===== src/rtl/out_display.sv =====
// Four-digit multiplexed seven-segment driver for an 8-bit CPU output register.
// Binary is converted to BCD by a serial double-dabble FSM; an optional sign digit shows negatives.
module out_display #(
  parameter int SCAN_DIV    = 1000,
  parameter bit SIGNED_MODE = 1'b0
) (
  input  logic       i_clk,
  input  logic       i_rst,
  input  logic [7:0] i_out,
  input  logic       i_load,
  output logic [6:0] o_seg,
  output logic [3:0] o_an,
  output logic       o_busy
);

  localparam int         CW    = (SCAN_DIV > 1) ? $clog2(SCAN_DIV) : 1;
  localparam logic [6:0] BLANK = 7'b1111111;
  localparam logic [6:0] MINUS = 7'b0111111;

  typedef enum logic [1:0] {IDLE, CONVERT, DONE} state_t;

  state_t      state, state_nxt;
  logic [7:0]  bin;
  logic [11:0] bcd, bcd_adj;
  logic        conv_sign;
  logic [2:0]  shift_cnt;
  logic        pend;
  logic [7:0]  pend_val;
  logic [3:0]  disp_h, disp_t, disp_o;
  logic        disp_sign;
  logic [CW-1:0] scan_cnt;
  logic [1:0]  digit;
  logic        start;
  logic [7:0]  start_val;
  logic [19:0] dd_next;
  logic [6:0]  seg_nxt;

  // Returns {sign, magnitude}; in signed mode 8'h80 becomes magnitude 128.
  function automatic logic [8:0] split(input logic [7:0] v);
    if (SIGNED_MODE && v[7]) return {1'b1, ~v + 8'd1};
    return {1'b0, v};
  endfunction

  function automatic logic [3:0] add3(input logic [3:0] n);
    return (n >= 4'd5) ? n + 4'd3 : n;
  endfunction

  function automatic logic [6:0] seg7(input logic [3:0] d);
    case (d)
      4'd0:    return 7'b1000000;
      4'd1:    return 7'b1111001;
      4'd2:    return 7'b0100100;
      4'd3:    return 7'b0110000;
      4'd4:    return 7'b0011001;
      4'd5:    return 7'b0010010;
      4'd6:    return 7'b0000010;
      4'd7:    return 7'b1111000;
      4'd8:    return 7'b0000000;
      4'd9:    return 7'b0010000;
      default: return BLANK;
    endcase
  endfunction

  // NOTE: sequential state uses non-blocking assignments so every register samples pre-edge values.
  always_ff @(posedge i_clk or negedge i_rst) begin
    if (!i_rst) state <= IDLE;
    else        state <= state_nxt;
  end

  // NOTE: each combinational output is assigned a default first so no latch can be inferred.
  always_comb begin
    state_nxt = state;
    case (state)
      IDLE:    if (i_load) state_nxt = CONVERT;
      CONVERT: if (shift_cnt == 3'd7) state_nxt = DONE;
      DONE:    state_nxt = (i_load || pend) ? CONVERT : IDLE;
      default: state_nxt = IDLE;
    endcase
  end

  always_comb begin
    o_busy = (state != IDLE);
  end

  // A fresh load at DONE takes priority over the pending value.
  always_comb begin
    start     = (state == IDLE && i_load) || (state == DONE && (i_load || pend));
    start_val = (state == DONE && !i_load) ? pend_val : i_out;
    bcd_adj   = {add3(bcd[11:8]), add3(bcd[7:4]), add3(bcd[3:0])};
    dd_next   = {bcd_adj, bin} << 1;
  end

  always_ff @(posedge i_clk or negedge i_rst) begin
    if (!i_rst) begin
      bin       <= '0;
      bcd       <= '0;
      conv_sign <= 1'b0;
      shift_cnt <= '0;
      pend      <= 1'b0;
      pend_val  <= '0;
      disp_h    <= '0;
      disp_t    <= '0;
      disp_o    <= '0;
      disp_sign <= 1'b0;
    end else begin
      if (start) begin
        {conv_sign, bin} <= split(start_val);
        bcd              <= '0;
        shift_cnt        <= '0;
      end else if (state == CONVERT) begin
        {bcd, bin} <= dd_next;
        shift_cnt  <= shift_cnt + 3'd1;
      end

      if (state == CONVERT && i_load) begin
        pend     <= 1'b1;
        pend_val <= i_out;
      end else if (state == DONE) begin
        pend <= 1'b0;
      end

      if (state == DONE) begin
        disp_h    <= bcd[11:8];
        disp_t    <= bcd[7:4];
        disp_o    <= bcd[3:0];
        disp_sign <= conv_sign;
      end
    end
  end

  always_ff @(posedge i_clk or negedge i_rst) begin
    if (!i_rst) begin
      scan_cnt <= '0;
      digit    <= '0;
    end else if (scan_cnt == CW'(SCAN_DIV - 1)) begin
      scan_cnt <= '0;
      digit    <= digit + 2'd1;
    end else begin
      scan_cnt <= scan_cnt + 1'b1;
    end
  end

  // Leading-zero blanking: tens hide only when hundreds are also zero.
  always_comb begin
    seg_nxt = BLANK;
    case (digit)
      2'd0: seg_nxt = seg7(disp_o);
      2'd1: seg_nxt = (disp_h == 4'd0 && disp_t == 4'd0) ? BLANK : seg7(disp_t);
      2'd2: seg_nxt = (disp_h == 4'd0) ? BLANK : seg7(disp_h);
      2'd3: seg_nxt = disp_sign ? MINUS : BLANK;
      default: seg_nxt = BLANK;
    endcase
  end

  always_ff @(posedge i_clk or negedge i_rst) begin
    if (!i_rst) begin
      o_seg <= BLANK;
      o_an  <= 4'b1111;
    end else begin
      o_seg <= seg_nxt;
      o_an  <= ~(4'b0001 << digit);
    end
  end

endmodule


===== config.mk =====
export PLATFORM = sky130hd
export DESIGN_NAME = out_display
export DESIGN_NICKNAME = d
export VERILOG_FILES = /design/src/rtl/out_display.sv
export SDC_FILE = /design/constraint.sdc
export NUM_CORES = 1
export LEC_CHECK = 0
export CAP_MARGIN = 20
export CORE_MARGIN = 3
export CORE_UTILIZATION = 39
export CTS_CLUSTER_SIZE = 24
export DETAILED_ROUTE_END_ITERATION = 10
export PLACE_DENSITY_LB_ADDON = 0.1
export REMOVE_ABC_BUFFERS = 1
export SLEW_MARGIN = 10
export SYNTH_ARGS = -nofsm -noshare
export SYNTH_HDL_FRONTEND = slang
export SYNTH_SLANG_ARGS = --single-unit

===== constraint.sdc =====
create_clock -name i_clk -period 4.76 [get_ports i_clk]
set_input_delay 0.952 -clock i_clk [delete_from_list [all_inputs] [get_ports i_clk]]
set_output_delay 0.952 -clock i_clk [all_outputs]
set_load 0.03 [all_outputs]

==> impl_metrics.env <==
export IMPL_cts_root_buffer="sky130_fd_sc_hd__clkbuf_8"
export IMPL_total_switching_power_mw=0.953
export IMPL_cp_end_kind="output port"
export IMPL_complex_gate_fraction_of_the_synthesized_area_pct=14.8
export IMPL_grt_first_pass_wirelength_um=12200
export IMPL_routed_via_density=5.01
export IMPL_path_clk_slew_ns=0.07
export IMPL_setup_slack_ns=2.16
export IMPL_detail_route_antenna_nets=0
export IMPL_cts_post_setup_buffers_inserted=0
export IMPL_worstPathRequired_ns=3.81
export IMPL_initial_utilization_pct=40.4
export IMPL_critPathKind="reg -> out"
export IMPL_detailroute_wirelength_met3_um=205
export IMPL_via_count_of_the_first_global_routing_pass=2581
export IMPL_share_clk_of_total_power_pct=17.2
export IMPL_worst_voltage_drop_across_the_vdd_grid_uv=363
export IMPL_share_of_the_synthesized_netlist_area_taken_by_xor_and_xnor_gates_pct=3.02
export IMPL_crit_path_launch_type="register"
export IMPL_synth_cell_area_um2=3770
export IMPL_power_density_nw_per_um2=568
export IMPL_timing_final_setup_violations=0
export IMPL_combinational_family_with_the_most_area_after_synthesis="compound AO/OA/AOI/OAI gates"
export IMPL_design_core_area_um2=9330
export IMPL_clock_tree_from_tritoncts="built"
export IMPL_die_h_um=104
export IMPL_finalWeightedCongestion=0.818
export IMPL_maxClockFrequency_ghz=0.385
export IMPL_num_clock_sinks=69
export IMPL_synth_top_cell_by_area="sky130_fd_sc_hd__dfrtp_1"
export IMPL_hold_buffers=0
export IMPL_cp_data_arrival_time_ns=1.65
export IMPL_antenna_found_initial=0
export IMPL_fp_dieArea_um2=10900
export IMPL_detailroute_wirelength_met2_um=3310
export IMPL_synthSimpleGateAreaFrac_pct=14.1
export IMPL_switching_share_pct=39.4
export IMPL_timing_hold_violations_final=0
export IMPL_rsz_0062_raised_after_global_routing="false"
export IMPL_die_wd_um=104
export IMPL_num_rows=35
export IMPL_final_net_count=426
export IMPL_synth_async_sr_flop_share_pct=100
export IMPL_synth_ff_latch_count=69
export IMPL_cts_path_max_buffers=2
export IMPL_ctsHtreeMaxLevel=3
export IMPL_internal_power_mw=1.47
export IMPL_fraction_of_final_layout_cells_with_drive_strength_greater_than_1_pct=14.3
export IMPL_leakage_nw=1.87
export IMPL_postSynthCellCount=367
export IMPL_wirelength_um=7030
export IMPL_cts_resized=0
export IMPL_max_cap_viol_count=0
export IMPL_min_period_ns=2.60
export IMPL_synth_distinct_cells=52
export IMPL_wl_per_cell_um=13.5
export IMPL_worstSkewPairLatency_ns=0.34
export IMPL_critPathMaxFanout=7
export IMPL_antennaDiodeCount=0
export IMPL_slew_limit_headroom_pct=38.9
export IMPL_min_period_over_period_pct=54.6
export IMPL_worst_hold_slack_ns=0.483
export IMPL_post_synth_edffs=0
export IMPL_io_pin_count=23
export IMPL_worst_hold_path_type="reg -> reg"
export IMPL_power_share_combinational_pct=41.8
export IMPL_maxSlewViolCount=0
export IMPL_track_usage_pct=13.6
export IMPL_drc=0
export IMPL_tritoncts_num_buffers=9
export IMPL_detail_route_iter0_violations=87
export IMPL_ys_top_cells_by_area="sky130_fd_sc_hd__dfrtp_1, sky130_fd_sc_hd__ha_1, sky130_fd_sc_hd__dfstp_2"
export IMPL_synth_top_area_share_pct=38.5
export IMPL_via_count=2607
export IMPL_ys_dominant_reg_cell="sky130_fd_sc_hd__dfrtp_1"
export IMPL_synthAdderAreaFrac_pct=9.62
export IMPL_ys_seq_area_share_pct=46.2
export IMPL_tightest_slew_ns=0.916
export IMPL_grt_start_max_net_pins=41
export IMPL_tns_ns=0
export IMPL_io_buffer_count=22
export IMPL_clock_skew_final_ns=0.0108
export IMPL_synth_mux_area_fraction_pct=7.80
export IMPL_global_route_overflow_total=0
export IMPL_pre_cts_slack_ns=2.17
export IMPL_layout_area_overhead_vs_synth_pct=12.9
export IMPL_dp_final_hpwl_um=4930
export IMPL_status="finished, final reports clean"
export IMPL_total_power_mw=2.42
export IMPL_maxUsedRoutingLayer="met4"
export IMPL_met1_wire_length_um=3450
export IMPL_register_share_of_total_power_pct=40.9
export IMPL_post_syn_area_per_cell_um2=10.3
export IMPL_drt_pass1_iter_count=6
export IMPL_synth_yosys_warnings=0
[placed cells by master, fill, tap and decap left out, types with 2 or more instances in the layout]
master	n
sky130_fd_sc_hd__xnor2_1	5
sky130_fd_sc_hd__nand2_1	32
sky130_fd_sc_hd__clkinv_2	3
sky130_fd_sc_hd__nand2b_1	14
sky130_fd_sc_hd__a21oi_1	15
sky130_fd_sc_hd__a22oi_1	8
sky130_fd_sc_hd__o41a_1	2
sky130_fd_sc_hd__a32oi_1	2
sky130_fd_sc_hd__inv_1	24
sky130_fd_sc_hd__o32ai_1	2
sky130_fd_sc_hd__clkbuf_8	10
sky130_fd_sc_hd__clkdlybuf4s50_1	21
sky130_fd_sc_hd__mux2i_1	11
sky130_fd_sc_hd__nand4_1	3
sky130_fd_sc_hd__or2_2	3
sky130_fd_sc_hd__ha_1	29
sky130_fd_sc_hd__xor2_1	8
sky130_fd_sc_hd__dfrtp_1	58
sky130_fd_sc_hd__mux2_2	15
sky130_fd_sc_hd__dfstp_2	11
sky130_fd_sc_hd__o22ai_1	12
sky130_fd_sc_hd__nand3_1	6
sky130_fd_sc_hd__nor3_1	4
sky130_fd_sc_hd__nor2b_1	6
sky130_fd_sc_hd__nor2_1	17
sky130_fd_sc_hd__and2b_2	2
sky130_fd_sc_hd__o21a_1	2
sky130_fd_sc_hd__buf_4	3
sky130_fd_sc_hd__o21ai_0	35
sky130_fd_sc_hd__a21o_1	3
[sequential cells by signal, summed over array words and instances, names as in the netlist, 3 cells and up]
name       cells
bcd           12
scan_cnt      10
bin            8
pend_val       8
o_seg          7
disp_h         4
disp_o         4
disp_t         4
o_an           4
shift_cnt      3
[routing by layer]
layer  vias up  global-route usage [%]
li1       1310                       -
met1      1251                    17.8
met2        39                    22.3
met3         7                    3.04
met4         0                    4.56
met5         -                       0
[power by group through the flow]
stage	clock network, mW	registers [mW]	logic (mW)
floorplan	0	1.02	0.701
global placement	0	1.00	0.999
detailed placement	0	1.00	1.02
CTS	0.437	0.990	1.02
global route	0.455	1.03	1.15
finish	0.416	0.990	1.01
[synth_stat cells (2+ instances only)]
master	count
sky130_fd_sc_hd__dfrtp_1	58
sky130_fd_sc_hd__o21ai_0	35
sky130_fd_sc_hd__nand2_1	32
sky130_fd_sc_hd__ha_1	29
sky130_fd_sc_hd__inv_1	24
sky130_fd_sc_hd__nor2_1	17
sky130_fd_sc_hd__a21oi_1	15
sky130_fd_sc_hd__mux2_2	15
sky130_fd_sc_hd__nand2b_1	14
sky130_fd_sc_hd__o22ai_1	12
sky130_fd_sc_hd__dfstp_2	11
sky130_fd_sc_hd__mux2i_1	11
sky130_fd_sc_hd__clkbuf_1	10
sky130_fd_sc_hd__a22oi_1	8
sky130_fd_sc_hd__xor2_1	8
sky130_fd_sc_hd__nand3_1	6
sky130_fd_sc_hd__nor2b_1	6
sky130_fd_sc_hd__xnor2_1	5
sky130_fd_sc_hd__buf_2	4
sky130_fd_sc_hd__nor3_1	4
sky130_fd_sc_hd__a21o_1	3
sky130_fd_sc_hd__nand4_1	3
sky130_fd_sc_hd__or2_2	3
sky130_fd_sc_hd__a32oi_1	2
sky130_fd_sc_hd__and2b_2	2
sky130_fd_sc_hd__o21a_1	2
sky130_fd_sc_hd__o32ai_1	2
sky130_fd_sc_hd__o41a_1	2
[worst paths after layout]
check                                                end  slack (ns)  cells past startpoint            startpoint
worst min-delay path                  bcd[0]$_DFFE_PN0P_        0.48                      2    bin[7]$_DFFE_PN0P_
min in group asynchronous       shift_cnt[2]$_DFFE_PN0P_        0.75                      1                 i_rst
worst max-delay path                              o_busy        2.16                      2  state[0]$_DFFE_PN0P_
worst max register to register        bin[6]$_DFFE_PN0P_        2.74                      5  state[0]$_DFFE_PN0P_
max in group asynchronous          disp_o[3]$_DFFE_PN0P_        3.07                      2                 i_rst
worst min register to register        bcd[0]$_DFFE_PN0P_        0.48                      2    bin[7]$_DFFE_PN0P_
[through the flow]
| step | util (%) | area [µm²] | instances |
|---|---|---|---|
| 5_1_grt | 45.6 | 4260 | 520 |
| 3_5_place_dp | 43.7 | 4080 | 503 |
| 2_1_floorplan | - | 3690 | 350 |
| 3_3_place_gp | 43.7 | 4080 | 503 |
| 6_report | 45.6 | 4260 | 520 |
| 4_1_cts | 45.5 | 4250 | 519 |
[critical path: stages, from the launching register on]
cell and delay, ns:
sky130_fd_sc_hd__dfrtp_1 0.43, sky130_fd_sc_hd__or2_2 0.29, sky130_fd_sc_hd__clkdlybuf4s50_1 0.59
[final cells by class]
type	instances	area (µm²)
fill	895	5070
multi-input combinational	257	1860
sequential	69	1740
timing repair buffer	25	238
tap	129	161
clock buffer	11	141
inverter	24	90.1
clock inverter	5	26.3
[kinds of logic (layout without fill, tap and decap cells)]
family | after synthesis | after routing
buffers and inverters | 41 | 65
xor gates and xnor gates | 13 | 13
DFF | 69 | 69
adders and majority gates | 29 | 29
muxes | 27 | 27
AOI/OAI and AO/OA | 90 | 90
and+or+nand+nor | 98 | 98
No activity file was read; power rests on OpenSTA's default activity.
